## src/rtl/ctrl_pipe.sv

```systemverilog
// rtl/ctrl_pipe.sv - ID/EX, EX/MEM, MEM/WB control pipeline with hazard stall and flush bubbles.
// Define CTRL_PIPE_FWD_EN for the forwarding build (load-use stall only, fwd_a/fwd_b active).
module ctrl_pipe #(
   parameter int REG_AW  = 5,
   parameter int ALUOP_W = 2
) (
   input  logic               clk,
   input  logic               arst,
   input  logic               enable,
   input  logic               flush,
   input  logic [ALUOP_W-1:0] id_alu_op,
   input  logic               id_reg_dst,
   input  logic               id_branch,
   input  logic               id_mem_read,
   input  logic               id_mem_2_reg,
   input  logic               id_mem_write,
   input  logic               id_alu_src,
   input  logic               id_reg_write,
   input  logic               id_jump,
   input  logic [REG_AW-1:0]  id_rs,
   input  logic [REG_AW-1:0]  id_rt,
   input  logic [REG_AW-1:0]  id_rd,
   output logic               stall,
   output logic [ALUOP_W-1:0] ex_alu_op,
   output logic               ex_reg_dst,
   output logic               ex_alu_src,
   output logic [REG_AW-1:0]  ex_rs,
   output logic [REG_AW-1:0]  ex_rt,
   output logic               mem_branch,
   output logic               mem_jump,
   output logic               mem_read,
   output logic               mem_write,
   output logic               wb_mem_2_reg,
   output logic               wb_reg_write,
   output logic [REG_AW-1:0]  wb_dest,
   output logic [1:0]         fwd_a,
   output logic [1:0]         fwd_b
);

   typedef struct packed {
      logic [ALUOP_W-1:0] alu_op;
      logic               reg_dst;
      logic               branch;
      logic               mem_read;
      logic               mem_2_reg;
      logic               mem_write;
      logic               alu_src;
      logic               reg_write;
      logic               jump;
      logic [REG_AW-1:0]  rs;
      logic [REG_AW-1:0]  rt;
      logic [REG_AW-1:0]  dest;
   } ex_t;

   typedef struct packed {
      logic              branch;
      logic              jump;
      logic              mem_read;
      logic              mem_write;
      logic              mem_2_reg;
      logic              reg_write;
      logic [REG_AW-1:0] dest;
   } mem_t;

   typedef struct packed {
      logic              mem_2_reg;
      logic              reg_write;
      logic [REG_AW-1:0] dest;
   } wb_t;

   ex_t  ex_q, ex_d, id_word;
   mem_t mem_q, mem_d;
   wb_t  wb_q, wb_d;
   logic uses_rt;

   // $0 is hard-wired zero, so a writer targeting it never creates a dependency.
   function automatic logic hit(input logic wr, input logic [REG_AW-1:0] dst,
                                input logic [REG_AW-1:0] rs, input logic [REG_AW-1:0] rt,
                                input logic use_rt);
      return wr && (dst != '0) && ((dst == rs) || (use_rt && (dst == rt)));
   endfunction

   assign uses_rt = ~id_alu_src | id_mem_write | id_branch;

   always_comb begin
      id_word           = '0;
      id_word.alu_op    = id_alu_op;
      id_word.reg_dst   = id_reg_dst;
      id_word.branch    = id_branch;
      id_word.mem_read  = id_mem_read;
      id_word.mem_2_reg = id_mem_2_reg;
      id_word.mem_write = id_mem_write;
      id_word.alu_src   = id_alu_src;
      id_word.reg_write = id_reg_write;
      id_word.jump      = id_jump;
      id_word.rs        = id_rs;
      id_word.rt        = id_rt;
      id_word.dest      = id_reg_dst ? id_rd : id_rt;
   end

`ifdef CTRL_PIPE_FWD_EN
   function automatic logic [1:0] fwd_sel(input logic [REG_AW-1:0] src);
      if (mem_q.reg_write && (mem_q.dest != '0) && (mem_q.dest == src))
         return 2'b10;
      else if (wb_q.reg_write && (wb_q.dest != '0) && (wb_q.dest == src))
         return 2'b01;
      else
         return 2'b00;
   endfunction

   assign stall = ex_q.mem_read & hit(ex_q.reg_write, ex_q.dest, id_rs, id_rt, uses_rt);
   assign fwd_a = fwd_sel(ex_q.rs);
   assign fwd_b = fwd_sel(ex_q.rt);
`else
   assign stall = hit(ex_q.reg_write, ex_q.dest, id_rs, id_rt, uses_rt)
                | hit(mem_q.reg_write, mem_q.dest, id_rs, id_rt, uses_rt);
   assign fwd_a = 2'b00;
   assign fwd_b = 2'b00;
`endif

   always_comb begin
      ex_d  = ex_q;
      mem_d = mem_q;
      wb_d  = wb_q;
      if (enable) begin
         wb_d.mem_2_reg = mem_q.mem_2_reg;
         wb_d.reg_write = mem_q.reg_write;
         wb_d.dest      = mem_q.dest;
         if (flush) begin
            mem_d = '0;
         end else begin
            mem_d.branch    = ex_q.branch;
            mem_d.jump      = ex_q.jump;
            mem_d.mem_read  = ex_q.mem_read;
            mem_d.mem_write = ex_q.mem_write;
            mem_d.mem_2_reg = ex_q.mem_2_reg;
            mem_d.reg_write = ex_q.reg_write;
            mem_d.dest      = ex_q.dest;
         end
         // Flush outranks stall; both leave a bubble in EX.
         ex_d = (flush || stall) ? '0 : id_word;
      end
   end

   always_ff @(posedge clk or posedge arst) begin
      if (arst) begin
         ex_q  <= '0;
         mem_q <= '0;
         wb_q  <= '0;
      end else begin
         ex_q  <= ex_d;
         mem_q <= mem_d;
         wb_q  <= wb_d;
      end
   end

   assign ex_alu_op    = ex_q.alu_op;
   assign ex_reg_dst   = ex_q.reg_dst;
   assign ex_alu_src   = ex_q.alu_src;
   assign ex_rs        = ex_q.rs;
   assign ex_rt        = ex_q.rt;
   assign mem_branch   = mem_q.branch;
   assign mem_jump     = mem_q.jump;
   assign mem_read     = mem_q.mem_read;
   assign mem_write    = mem_q.mem_write;
   assign wb_mem_2_reg = wb_q.mem_2_reg;
   assign wb_reg_write = wb_q.reg_write;
   assign wb_dest      = wb_q.dest;

endmodule

```

## config.mk

```make
export PLATFORM = sky130hd
export DESIGN_NAME = ctrl_pipe
export DESIGN_NICKNAME = d
export VERILOG_FILES = /design/src/rtl/ctrl_pipe.sv
export SDC_FILE = /design/constraint.sdc
export NUM_CORES = 1
export LEC_CHECK = 0
export ABC_AREA = 1
export BUFFER_PORTS_ARGS = -buffer_cell sky130_fd_sc_hd__buf_2
export CAP_MARGIN = 20
export CORE_ASPECT_RATIO = 1.4
export CORE_UTILIZATION = 40
export CTS_CLUSTER_DIAMETER = 200
export DETAILED_ROUTE_END_ITERATION = 12
export PLACE_DENSITY = 0.73
export SLEW_MARGIN = 20
export SYNTH_ARGS = -nofsm -noshare
export SYNTH_HDL_FRONTEND = slang
export SYNTH_SLANG_ARGS = --single-unit
```

## constraint.sdc

```tcl
create_clock -name clk -period 1.8 [get_ports clk]
set_clock_uncertainty 0.05 [all_clocks]
set_input_delay 0.09 -clock clk [delete_from_list [all_inputs] [get_ports clk]]
set_output_delay 0.09 -clock clk [all_outputs]
set_load 0.01 [all_outputs]
```

Yosys cells after proc, flatten, opt, wreduce, memory -nomap -nowiden
Index checks and enable logic that the tools add are counted.
- flip-flop bits (word level): 43
- equal/unequal tests: 4
- multiplexer cells: 3
- reduce and logical (&&, ||, !) cells: 11
- bitwise gates (word level): 4
- operators by type and width (cell ; count):
    $mux 25 ; 1
    $eq 5x5->1 ; 4
    $mux 11 ; 1
    $reduce_bool 5->1 ; 2
    $logic_and 1x1->1 ; 6
    $mux 5 ; 1
    $logic_or 1x1->1 ; 3
    $or 1x1->1 ; 3
    $not 1->1 ; 1

Logic depth before layout (Yosys ltp)
Gate-level depths: netlist of the first run.
- depth in word-level cells: 9
- depth in mapped cells: 10
- gate-level depth less buffers: 9

Worst setup path after synthesis of the first run
OpenSTA, ideal clock, no wires.
- path kind: flip-flop to flip-flop
- from: register mem_q[0] (netlist name)
- to: register ex_q (netlist bit ex_reg_dst)
- path buffers: 1
- path slack: 0.518 ns
- cell stages (with the launch flop): 9
- arrival time: 1.114 ns
- cells stage by stage: dfrtp_1 > xor2_1 > nor2_1 > nand3_1 > nand2_1 > nand2_4 > buf_6 > nand4_1 > nand2_1
- word-level cells in the longest chain between the ends: 7
- elaborated cells between the ends (all ways): 10
- ends and longest elaborated chain (element ; RTL line ; source):
    start, declared ; 72 ; mem_t mem_q, mem_d;
    start signal, assigned ; 152 ; mem_q <= mem_d;
    $eq 5x5->1 ; 80 ; return wr && (dst != '0) && ((dst == rs) || (use_rt && (dst == rt)));
    $logic_and 1x1->1 ; 80 ;
    $logic_or 1x1->1 ; 80 ;
    $logic_and 1x1->1 (*) ; 80 ;
    $or 1x1->1 (*) ; 116 ; | hit(mem_q.reg_write, mem_q.dest, id_rs, id_rt, uses_rt);
    $logic_or 1x1->1 (*) ; 141 ; ex_d = (flush || stall) ? '0 : id_word;
    $mux 25 (*) ; 141 ;
    end signal, assigned ; 147 ; ex_q <= '0;
    end signal, assigned ; 151 ; ex_q <= ex_d;
    end, declared ; 71 ; ex_t ex_q, ex_d, id_word;
Mark *: on every way between the ends. The rest lies on a longest branch, timed or not.
A chain may end at the register's enable or synchronous reset.

Worst setup path after layout of the first run
- from: register ex_q[3] (netlist name)
- to: output stall
- word-level cells in the longest chain between the ends: 5
- elaborated cells between the ends (all ways): 8
- ends and longest elaborated chain (element ; RTL line ; source):
    $eq 5x5->1 ; 80 ;
    $logic_and 1x1->1 ; 80 ;
    $logic_or 1x1->1 ; 80 ;
    $logic_and 1x1->1 (*) ; 80 ;
    $or 1x1->1 (*) ; 116 ;
    end, declared ; 23 ; output logic stall,
Marks and branches as above.

==> metrics.md, run 1 <==
| Metric | Value |
|---|---|
| Initial antenna violation count | `0` |
| Die area | `6025 µm²` |
| Syn Area/Cell | `8.049 µm²` |
| DRT antenna net count | `0` |
| Rows | `32` |
| Slew at the pin closest to its max-slew limit | `0.5846 ns` |
| Worst EP arrival | `1.56 ns` |
| Distinct cells, synth | `24` |
| Worst flop-to-flop path startpoint | `ex_q[3]$_DFFE_PP0P_` |
| Nature of the critical path endpoint | `primary output` |
| Crit path launch type | `flip-flop` |
| Clock power frac | `0.374` |
| Req. time, crit path | `1.66 ns` |
| Post-synth top cells | `nand2_1, dfrtp_1, nand4_1` |
| First-pass GRT wire length | `8411 µm` |
| Worst r2r dst | `ex_q[16]$_DFFE_PP0P_` |
| Flop pwr share | `0.454` |
| Final layout net count | `363` |
| Final hold viol count | `0` |
| Synth area leaders | `dfrtp_1, nand2_1, nand4_1` |
| Yosys warns | `0` |
| # IOs | `59` |
| Top cell type's share of synthesized area | `0.4707` |
| Gr ovfl total | `0` |
| FILL cells | `562` |
| ANT cells | `0` |
| Power Total | `2.404 mW` |
| Critical Path Fanout Max | `13` |
| Tmin final | `1.697 ns` |
| Hold Path Class | `primary input to flip-flop` |
| Post-DP HPWL | `3704 µm` |
| Final setup viols | `0` |
| CTS tree | `yes` |
| Count leader, synth | `nand2_1` |
| Pins over their slew limit | `0` |
| Pre-Repair DR Iteration Count | `4` |
| Lkg Pwr | `1.551 nW` |
| Status | `finished, final reports clean` |
| Detailed-route wire length | `5529 µm` |
| Core area | `5525 µm²` |
| Worst Hold End | `ex_q[16]$_DFFE_PP0P_` |
| Slew headroom | `0.6078` |
| Initial core utilization | `0.4137` |
| Post-synth EDFFs | `0` |
| Internal power | `1.757 mW` |
| Gpl congestion | `0.8935` |
| Clk buf depth | `2` |
| Biggest regs | `ex_q x11, mem_q x7` |
| Biggest register | `ex_q` |
| CTS Sinks | `43` |
| Top_reg_cell synth | `dfrtp_1` |
| DRC | `0` |
| PD cells | `871.7 nW/µm²` |
| Post-synthesis cell area | `2286 µm²` |
| Vias | `1981` |
| P_sw | `0.6468 mW` |
| Drt wl/cell | `13.72 µm` |
| TritonCTS Buffers | `5` |
| GRT Resource Usage Total | `0.1848` |
| Area delta synth->final | `20.63%` |
| Synth Register Bits | `43` |
| Vias per cell | `4.916` |
| Setup TNS | `0 ns` |
| Combinational power share | `0.172` |
| CP Class | `flip-flop to primary output` |
| PortBufs | `54` |
| Max Freq | `0.5893 GHz` |
| CTS clk-pin slew, worst paths | `0.09 ns` |
| R2R Setup Slk | `0.26 ns` |
| Final Cycle Share | `0.9427` |
| Hold Crit Start | `id_reg_write` |
| Clock Tree Root | `clkbuf_8` |
| Mapped Cells | `284` |
| Max VDD drop | `0.0003300 V` |
| H-tree levels | `2` |
| Max reg flops | `11` |
| Worst r2r path cells | `10` |
| Max-Cap Viols | `0` |
| Layout cell share with drive strength beyond 1 | `0.2776` |
| Drt initial violations | `139` |
| Post-synth ARST share | `1.000` |
| Chip width | `65.89 µm` |
| Sequential-to-total area share from yosys stat | `0.4707` |
| Sw Ratio | `0.2691` |
| Vias in the first global route | `1778` |
| Leading area contributor after synthesis | `dfrtp_1` |
| Die height | `91.45 µm` |
| Largest net degree at the start of global routing | `44` |
| Worst hold stages | `3` |
| Final Util | `0.4991` |
| Clk_lat worst skew | `0.30 ns` |
stage by stage:
stage | hold WS (ns) | instance area [µm²] | worst slack, ns | instances
6_report | 0.01165 | 2758 | 0.1031 | 403
5_1_grt | 0.01009 | 2758 | -0.01940 | 403
4_1_cts | 0.002257 | 2686 | 0.01100 | 398
3_5_place_dp | 0.05239 | 2476 | 0.2845 | 384
3_3_place_gp | 0.04372 | 2476 | 0.2690 | 384
2_1_floorplan | 0.1906 | 2297 | 0.5178 | 287
timing repair:
item,4_1_cts,5_1_grt
setup endpoints to repair,1,1
pin swaps,0,7
cloned,0,2
hold buffers,6,0
gates resized for setup,4,9
buffers inserted,0,3
hold endpoints to repair,20,0
cell usage in the layout, fill, tap and decap left out:
cell type      instances
xor2_1                 5
buf_4                  6
dlygate4sd3_1          6
a22o_1                 4
inv_1                 15
nand3_1                2
nor2_1                 7
bufinv_16              2
nor2_4                 1
buf_2                 54
o21ai_0               14
clkinvlp_4             1
nand2_4                4
inv_2                 11
nand4_1               27
o21ai_1                2
nor2_2                 4
nand2_8                2
nand2_1              105
xnor2_1                2
clkbuf_8               5
dfrtp_1               43
o22ai_1                5
nand3_2                2
buf_12                 1
conb_1                 4
clkinv_1               1
logic make-up after synthesis:
family / share of synthesized area
compound gates: 0.06404
xor+xnor: 0.02682
buf+inv: 0.1401
flops: 0.4707
other cells: 0.001640
simple gates: 0.2967
how the worst max path moves through the flow:
stage | start | endpoint | slack, ns
after floorplan | mem_q[0]$_DFFE_PP0P_ | ex_reg_dst$_DFFE_PP0P_ | 0.52
after global placement | mem_q[3]$_DFFE_PP0P_ | stall | 0.27
after detailed placement | mem_q[3]$_DFFE_PP0P_ | stall | 0.28
after CTS | ex_q[3]$_DFFE_PP0P_ | stall | 0.01
after global routing | ex_q[4]$_DFFE_PP0P_ | stall | -0.02
final | ex_q[3]$_DFFE_PP0P_ | stall | 0.10
layout make-up:
type / instances / area (µm²) / area share
Clock inverter: 3 / 67.56 / 0.02450
Timing Repair Buffer: 67 / 395.4 / 0.1434
Clock buffer: 5 / 68.82 / 0.02495
Multi-Input combinational cell: 190 / 963.4 / 0.3494
Tap cell: 68 / 85.08 / 0.03085
Sequential cell: 43 / 1076 / 0.3902
Inverter: 27 / 101.3 / 0.03675
critical path, stage by stage (launching register included):
cell and delay [ns]:
dfrtp_1 0.40, inv_2 0.07, nand2_1 0.06, nand2_1 0.04, nor2_1 0.13, nand3_1 0.13, nand2_4 0.13, nand2_8 0.09
nand2_1 0.08, buf_2 0.12
layer usage:
metal / global-route usage / vias to the layer above / share of wire
met1: 0.2377 / 929 / 0.44
met3: 0.02764 / 10 / 0.035
met4: 0.07428 / 0 / 0.022
li1: - / 991 / -
met5: 0 / - / 0
met2: 0.3036 / 51 / 0.50
power groups by stage:
stage,clock [mW],combinational [mW],sequential (mW)
2_1_floorplan,0,0.264,1.11
3_3_place_gp,0,0.375,1.11
3_5_place_dp,0,0.377,1.11
4_1_cts,0.912,0.393,1.09
5_1_grt,0.952,0.462,1.10
6_report,0.899,0.414,1.09
No activity file was read; power rests on OpenSTA's default activity.
==> inputs of run 2 (changes only) <==
==> constraint.sdc (replaced) <==
create_clock -name clk -period 1.8 [get_ports clk]
set_clock_uncertainty 0.05 [all_clocks]
set_input_delay 0.27 -clock clk [delete_from_list [all_inputs] [get_ports clk]]
set_output_delay 0.27 -clock clk [all_outputs]
set_load 0.01 [all_outputs]
==> run 2 against run 1 <==
Global-route usage grew 1.4 points. Utilization shrank 1.8 points. Via count grew 0.81%. Worst hold slack gained 0.026 ns. Fmax shrank 2.8%. Sequential power is essentially flat. Sequential share of layout area grew 1.5 points. Clock-buffer cell count grew 1. Final cell count shrank 0.50%. Routed wire length shrank 2.1%. Register-to-register slack lost 0.10 ns. Non-clock buffer count grew 1.
==> metrics.md, run 2 (synthesis gave the netlist of run 1 again) <==
| Metric | Value |
|---|---|
| Layout cell share with drive strength beyond 1 | `0.2943 (was 0.2776)` |
| Pins over their slew limit | `0 (unchanged)` |
| H-tree levels | `2 (unchanged)` |
| Initial core utilization | `0.4137 (unchanged)` |
| Clock Tree Root | `clkbuf_8 (unchanged)` |
| Biggest regs | `ex_q x11, mem_q x7 (unchanged)` |
| Post-DP HPWL | `3848 µm (was 3704 µm)` |
| Chip width | `65.89 µm (unchanged)` |
| Drt wl/cell | `13.50 µm (was 13.72 µm)` |
| Wire length on met2 | `2712 µm (was 2791 µm)` |
| PortBufs | `54 (unchanged)` |
| Max layer used | `met4 (unchanged)` |
| Max Freq | `0.5727 GHz (was 0.5893 GHz)` |
| CTS Sinks | `43 (unchanged)` |
| Core area | `5525 µm² (unchanged)` |
| Vias per cell | `4.980 (was 4.916)` |
| PD cells | `794.6 nW/µm² (was 871.7 nW/µm²)` |
| First-pass GRT wire length | `9163 µm (was 8411 µm)` |
| Largest net degree at the start of global routing | `44 (unchanged)` |
| Max VDD drop | `0.0004815 V (was 0.0003300 V)` |
| Clk_lat worst skew | `0.30 ns (about the same)` |
| Hold Path Class | `primary input to async pin (was primary input to flip-flop)` |
| Slew at the pin closest to its max-slew limit | `0.5453 ns (was 0.5846 ns)` |
| # IOs | `59 (unchanged)` |
| Worst r2r path cells | `11 (was 10)` |
| DRT antenna net count | `0 (unchanged)` |
| Final Cycle Share | `0.9700 (was 0.9427)` |
| Status | `finished, final reports clean (unchanged)` |
| Detailed-route wire length | `5412 µm (was 5529 µm)` |
| Initial antenna violation count | `0 (unchanged)` |
| Dpl cells | `388 (was 384)` |
| Die height | `91.45 µm (unchanged)` |
| Vias in the first global route | `1972 (was 1778)` |
| Req. time, crit path | `1.48 ns (was 1.66 ns)` |
| Max-Cap Viols | `0 (unchanged)` |
| Final layout net count | `362 (was 363)` |
| Met3 Wirelength | `256 µm (was 193 µm)` |
| Worst r2r dst | `ex_rt[4]$_DFFE_PP0P_ (was ex_q[16]$_DFFE_PP0P_)` |
| Critical Path Fanout Max | `2 (was 13)` |
| Worst setup slack after layout | `0.05392 ns (was 0.1031 ns)` |
| Crit path launch type | `flip-flop (unchanged)` |
| RSZ-0062 raised after global routing | `yes` |
| GRT Resource Usage Total | `0.1992 (was 0.1848)` |
| Biggest register | `ex_q (unchanged)` |
| CTS clk-pin slew, worst paths | `0.08 ns (was 0.09 ns)` |
| Commonest non-fill, non-tap cell in the layout | `nand2_1 (unchanged)` |
| Most frequent cells in the layout | `nand2_1, buf_2, dfrtp_1 (unchanged)` |
| Lkg Pwr | `1.537 nW (was 1.551 nW)` |
| Nature of the critical path endpoint | `primary output (unchanged)` |
| Die area | `6025 µm² (unchanged)` |
| Gpl congestion | `0.9513 (was 0.8935)` |
| Tmin final | `1.746 ns (was 1.697 ns)` |
| Area delta synth->final | `16.26% (was 20.63%)` |
| Pre-Repair DR Iteration Count | `4 (unchanged)` |
| R2R Setup Slk | `0.16 ns (was 0.26 ns)` |
| TritonCTS Buffers | `5 (unchanged)` |
| Worst flop-to-flop path startpoint | `ex_q[0]$_DFFE_PP0P_ (was ex_q[3]$_DFFE_PP0P_)` |
| Drt initial violations | `121 (was 139)` |
| Setup TNS | `0 ns (unchanged)` |
| CP Class | `flip-flop to primary output (unchanged)` |
| Pre-CTS setup slack | `0.2366 ns (was 0.2845 ns)` |
| Power Total | `2.112 mW (was 2.404 mW)` |
| Cts hold-fix bufs | `0 (was 6)` |
| Layout Cells excl Fill | `401 (was 403)` |
| Final Util | `0.4810 (was 0.4991)` |
| Gr ovfl total | `0 (unchanged)` |
| M1 WL | `2324 µm (was 2421 µm)` |
| CTS tree | `yes (unchanged)` |
| Worst EP arrival | `1.43 ns (was 1.56 ns)` |
| Max reg flops | `11 (unchanged)` |
| Slew headroom | `0.6365 (was 0.6078)` |
| Vias | `1997 (was 1981)` |
| Final setup viols | `0 (unchanged)` |
| Clk buf depth | `2 (unchanged)` |
| DRC | `0 (unchanged)` |
| ANT cells | `0 (unchanged)` |
| Rows | `32 (unchanged)` |
| Final hold viol count | `0 (unchanged)` |
-- run 2: cell type report --
class,count,area (µm²)
fillers,575,2868
flip-flops and latches,43,1076
multi-input cells,188,918.4
repair buffers,68,389.1
inverters,27,101.3
well taps,68,85.08
clock buffers,6,82.58
clock inverters,1,5.005
-- run 2: critical path, cell delays in order, from the launching register on --
cell and delay (ns):
dfrtp_1 0.41, buf_6 0.13, nand2_2 0.06, nand2_1 0.05, nor2_1 0.09, nand3_1 0.09
nand2_2 0.09, nand2_4 0.06, nand2_2 0.07, buf_6 0.09
-- run 2: routing by layer --
metal / vias to the layer above / track usage
met3: 11 / 0.03141
met2: 66 / 0.3172
met1: 937 / 0.2612
met4: 0 / 0.08696
li1: 983 / -
met5: - / 0
-- run 2: timing repair --
action | 4_1_cts | 5_1_grt
pin swaps | 3 | 10
buffers inserted | 3 | 3
gates cloned | 0 | 0
gates resized for setup | 1 | 11
endpoints found under the setup margin | 1 | 1
-- run 2: worst max path at each step --
stage / start / endpoint / slack (ns)
floorplan: mem_q[0]$_DFFE_PP0P_ / stall / 0.37
global placement: id_rs[0] / ex_q[19]$_DFFE_PP0P_ / 0.28
detailed placement: mem_q[3]$_DFFE_PP0P_ / stall / 0.24
CTS: mem_q[3]$_DFFE_PP0P_ / stall / 0.006
global route: ex_q[0]$_DFFE_PP0P_ / stall / -0.03
finish: mem_q[3]$_DFFE_PP0P_ / stall / 0.05
-- run 2: power breakdown --
part / total, mW / internal [mW] / switching [mW]
clock: 0.624 / 0.301 / 0.323
sequential: 1.09 / 1.04 / 0.0511
combinational: 0.396 / 0.158 / 0.239
total: 2.11 / 1.50 / 0.613
-- run 2: stage by stage --
step           cell area (µm²)  hold WS, ns
2_1_floorplan             2297       0.3706
3_3_place_gp              2494       0.3833
3_5_place_dp              2494       0.3871
4_1_cts                   2606      0.05994
5_1_grt                   2658      0.08439
6_report                  2658      0.03741
==> inputs of run 3 (changes only) <==
GPL_TIMING_DRIVEN = 1   (was not set)
HOLD_SLACK_MARGIN = 0.06   (was not set)
SETUP_SLACK_MARGIN = 0.4   (was not set)
==> run 3 against run 2 <==
Clock-buffer cell count unchanged. Sequential cell count unchanged. Power increased by 9.0%. Routed wire length increased by 5.9%. Clock power increased by 27%. Worst hold slack improved by 0.13 ns. Utilization increased by 3.7 points. Sequential share of layout area decreased by 2.9 points. Global-route usage increased by 0.75 points. Critical path depth decreased by 2. Via count increased by 3.3%. Largest cell class unchanged.
==> metrics.md, run 3 (synthesis gave the netlist of run 1 again) <==
| Metric | Value |
|---|---|
| Tmin final | `1.778 ns (was 1.746 ns)` |
| Area after DPL | `2509 µm² (was 2494 µm²)` |
| Max-Cap Viols | `0 (unchanged)` |
| Final layout net count | `371 (was 362)` |
| Vias in the first global route | `2010 (was 1972)` |
| R2R Setup Slk | `0.15 ns (was 0.16 ns)` |
| Req. time, crit path | `1.48 ns (about the same)` |
| Clk_lat worst skew | `0.30 ns (about the same)` |
| Crit. Startpoint | `ex_q[0]$_DFFE_PP0P_ (was mem_q[3]$_DFFE_PP0P_)` |
| Commonest non-fill, non-tap cell in the layout | `nand2_1 (unchanged)` |
| Biggest regs | `ex_q x11, mem_q x7 (unchanged)` |
| PD cells | `804.3 nW/µm² (was 794.6 nW/µm²)` |
| Vias per cell | `5.019 (was 4.980)` |
| Crit path launch type | `flip-flop (unchanged)` |
| Initial core utilization | `0.4137 (unchanged)` |
| Vias | `2063 (was 1997)` |
| Drt initial violations | `93 (was 121)` |
| CP Class | `flip-flop to primary output (unchanged)` |
| Gr ovfl total | `0 (unchanged)` |
| Clk buf depth | `2 (unchanged)` |
| Die area | `6025 µm² (unchanged)` |
| P_sw | `0.6401 mW (was 0.6125 mW)` |
| Combinational power share | `0.181 (was 0.188)` |
| GRT Resource Usage Total | `0.2067 (was 0.1992)` |
| Post-DP HPWL | `3932 µm (was 3848 µm)` |
| Pins over their slew limit | `0 (unchanged)` |
| Area delta synth->final | `25.23% (was 16.26%)` |
| Worst EP arrival | `1.46 ns (was 1.43 ns)` |
| PortBufs | `54 (unchanged)` |
| Dpl cells | `388 (unchanged)` |
| Chip width | `65.89 µm (unchanged)` |
| DRC | `0 (unchanged)` |
| Most frequent cells in the layout | `nand2_1, buf_2, dfrtp_1 (unchanged)` |
| Final Cycle Share | `0.9876 (was 0.9700)` |
| Worst r2r path cells | `12 (was 11)` |
| Clock Tree Root | `clkbuf_8 (unchanged)` |
| Initial antenna violation count | `0 (unchanged)` |
| Worst r2r dst | `ex_q[19]$_DFFE_PP0P_ (was ex_rt[4]$_DFFE_PP0P_)` |
| Hold Path Class | `primary input to flip-flop (was primary input to async pin)` |
| Max Freq | `0.5625 GHz (was 0.5727 GHz)` |
| Biggest register | `ex_q (unchanged)` |
| Layout Cells excl Fill | `411 (was 401)` |
| Lkg Pwr | `1.635 nW (was 1.537 nW)` |
| Worst flop-to-flop path startpoint | `ex_q[0]$_DFFE_PP0P_ (unchanged)` |
| Critical Path Fanout Max | `4 (was 2)` |
| Sw Ratio | `0.2780 (was 0.2901)` |
| RSZ-0062 raised after global routing | `yes (unchanged)` |
| Rows | `32 (unchanged)` |
| Gpl congestion | `0.9418 (was 0.9513)` |
| End point of the critical path | `stall (unchanged)` |
| Footprint of the multi-input gates | `918.4 µm² (unchanged)` |
| DRT antenna net count | `0 (unchanged)` |
| Sequential cell area | `1077 µm² (was 1076 µm²)` |
| Die height | `91.45 µm (unchanged)` |
| TritonCTS Buffers | `5 (unchanged)` |
| Slew at the pin closest to its max-slew limit | `0.5539 ns (was 0.5453 ns)` |
| Final Util | `0.5181 (was 0.4810)` |
| Final hold viol count | `0 (unchanged)` |
| Core area | `5525 µm² (unchanged)` |
| First-pass GRT wire length | `9397 µm (was 9163 µm)` |
| # IOs | `59 (unchanged)` |
| H-tree levels | `2 (unchanged)` |
| Final Cell Area | `2863 µm² (was 2658 µm²)` |
| CTS clk-pin slew, worst paths | `0.08 ns (about the same)` |
| Final setup viols | `0 (unchanged)` |
| FILL cells | `533 (was 575)` |
| Layout cell share with drive strength beyond 1 | `0.3178 (was 0.2943)` |
| Setup TNS | `0 ns (unchanged)` |
| Drt wl/cell | `13.94 µm (was 13.50 µm)` |
| Internal power | `1.662 mW (was 1.499 mW)` |
| Slew headroom | `0.6308 (was 0.6365)` |
| ANT cells | `0 (unchanged)` |
| Nature of the critical path endpoint | `primary output (unchanged)` |
| Max reg flops | `11 (unchanged)` |
| CTS Sinks | `43 (unchanged)` |
| Worst hold slack | `0.1705 ns (was 0.03741 ns)` |
| Detailed-route wire length | `5729 µm (was 5412 µm)` |
| Flop pwr share | `0.475 (was 0.517)` |
| Status | `finished, final reports clean (unchanged)` |
| Clock power frac | `0.344 (was 0.295)` |
| CTS tree | `yes (unchanged)` |
| Max VDD drop | `0.0003159 V (was 0.0004815 V)` |
| Largest net degree at the start of global routing | `44 (unchanged)` |
| Pre-Repair DR Iteration Count | `4 (unchanged)` |
==> run 3: layout make-up <==
cell class / instances / area share
sequential: 43 / 0.3763
tap: 68 / 0.02972
inverter: 27 / 0.03540
timing repair buffer: 77 / 0.1967
clock buffer: 6 / 0.02885
clock inverter: 2 / 0.01224
multi-input combinational: 188 / 0.3208
==> run 3: routing by layer <==
metal	up-vias	wire (µm)	global-route usage
met5	-	0	0
met3	11	266	0.03643
met1	986	2398	0.2548
li1	1011	-	-
met4	0	137	0.09601
met2	55	2927	0.3410
==> run 3: critical path, cell delays in order (launching register included) <==
cell,delay (ns)
dfrtp_1,0.43
inv_2,0.10
nand4_1,0.12
o21ai_1,0.15
inv_1,0.10
nand2_4,0.09
nand2_2,0.05
buf_6,0.11
==> run 3: worst min-delay path by stage <==
stage	startpoint	endpoint	slack (ns)	cells after the start
floorplan	id_alu_op[0]	ex_alu_op[0]$_DFFE_PP0P_	0.37	2
global placement	arst	wb_dest[4]$_DFFE_PP0P_	0.38	3
detailed placement	arst	wb_mem_2_reg$_DFFE_PP0P_	0.38	3
CTS	id_alu_op[0]	ex_alu_op[0]$_DFFE_PP0P_	0.16	3
global route	id_mem_read	ex_q[20]$_DFFE_PP0P_	0.18	3
finish	id_alu_op[0]	ex_alu_op[0]$_DFFE_PP0P_	0.17	3
==> run 3: power by group through the flow <==
stage / Clock, mW / Combinational (mW) / Sequential (mW)
finish: 0.792 / 0.418 / 1.09
CTS: 0.803 / 0.406 / 1.09
global placement: 0 / 0.378 / 1.11
detailed placement: 0 / 0.381 / 1.11
global route: 0.848 / 0.468 / 1.10
floorplan: 0 / 0.264 / 1.11
==> run 3: what timing repair did <==
item,in CTS,in global routing
cloned,2,0
pin swaps,14,44
hold buffers,1,0
gates resized for setup,14,12
buffers inserted,7,5
endpoints found under the setup margin,22,26
endpoints found under the hold margin,12,0
==> run 3: through the flow <==
| step | worst slack, ns | power, mW |
|---|---|---|
| 2_1_floorplan | 0.4022 | 1.376 |
| 3_3_place_gp | 0.2218 | 1.487 |
| 3_5_place_dp | 0.2056 | 1.492 |
| 4_1_cts | 0.04974 | 2.301 |
| 5_1_grt | -0.05759 | 2.417 |
| 6_report | 0.02236 | 2.303 |
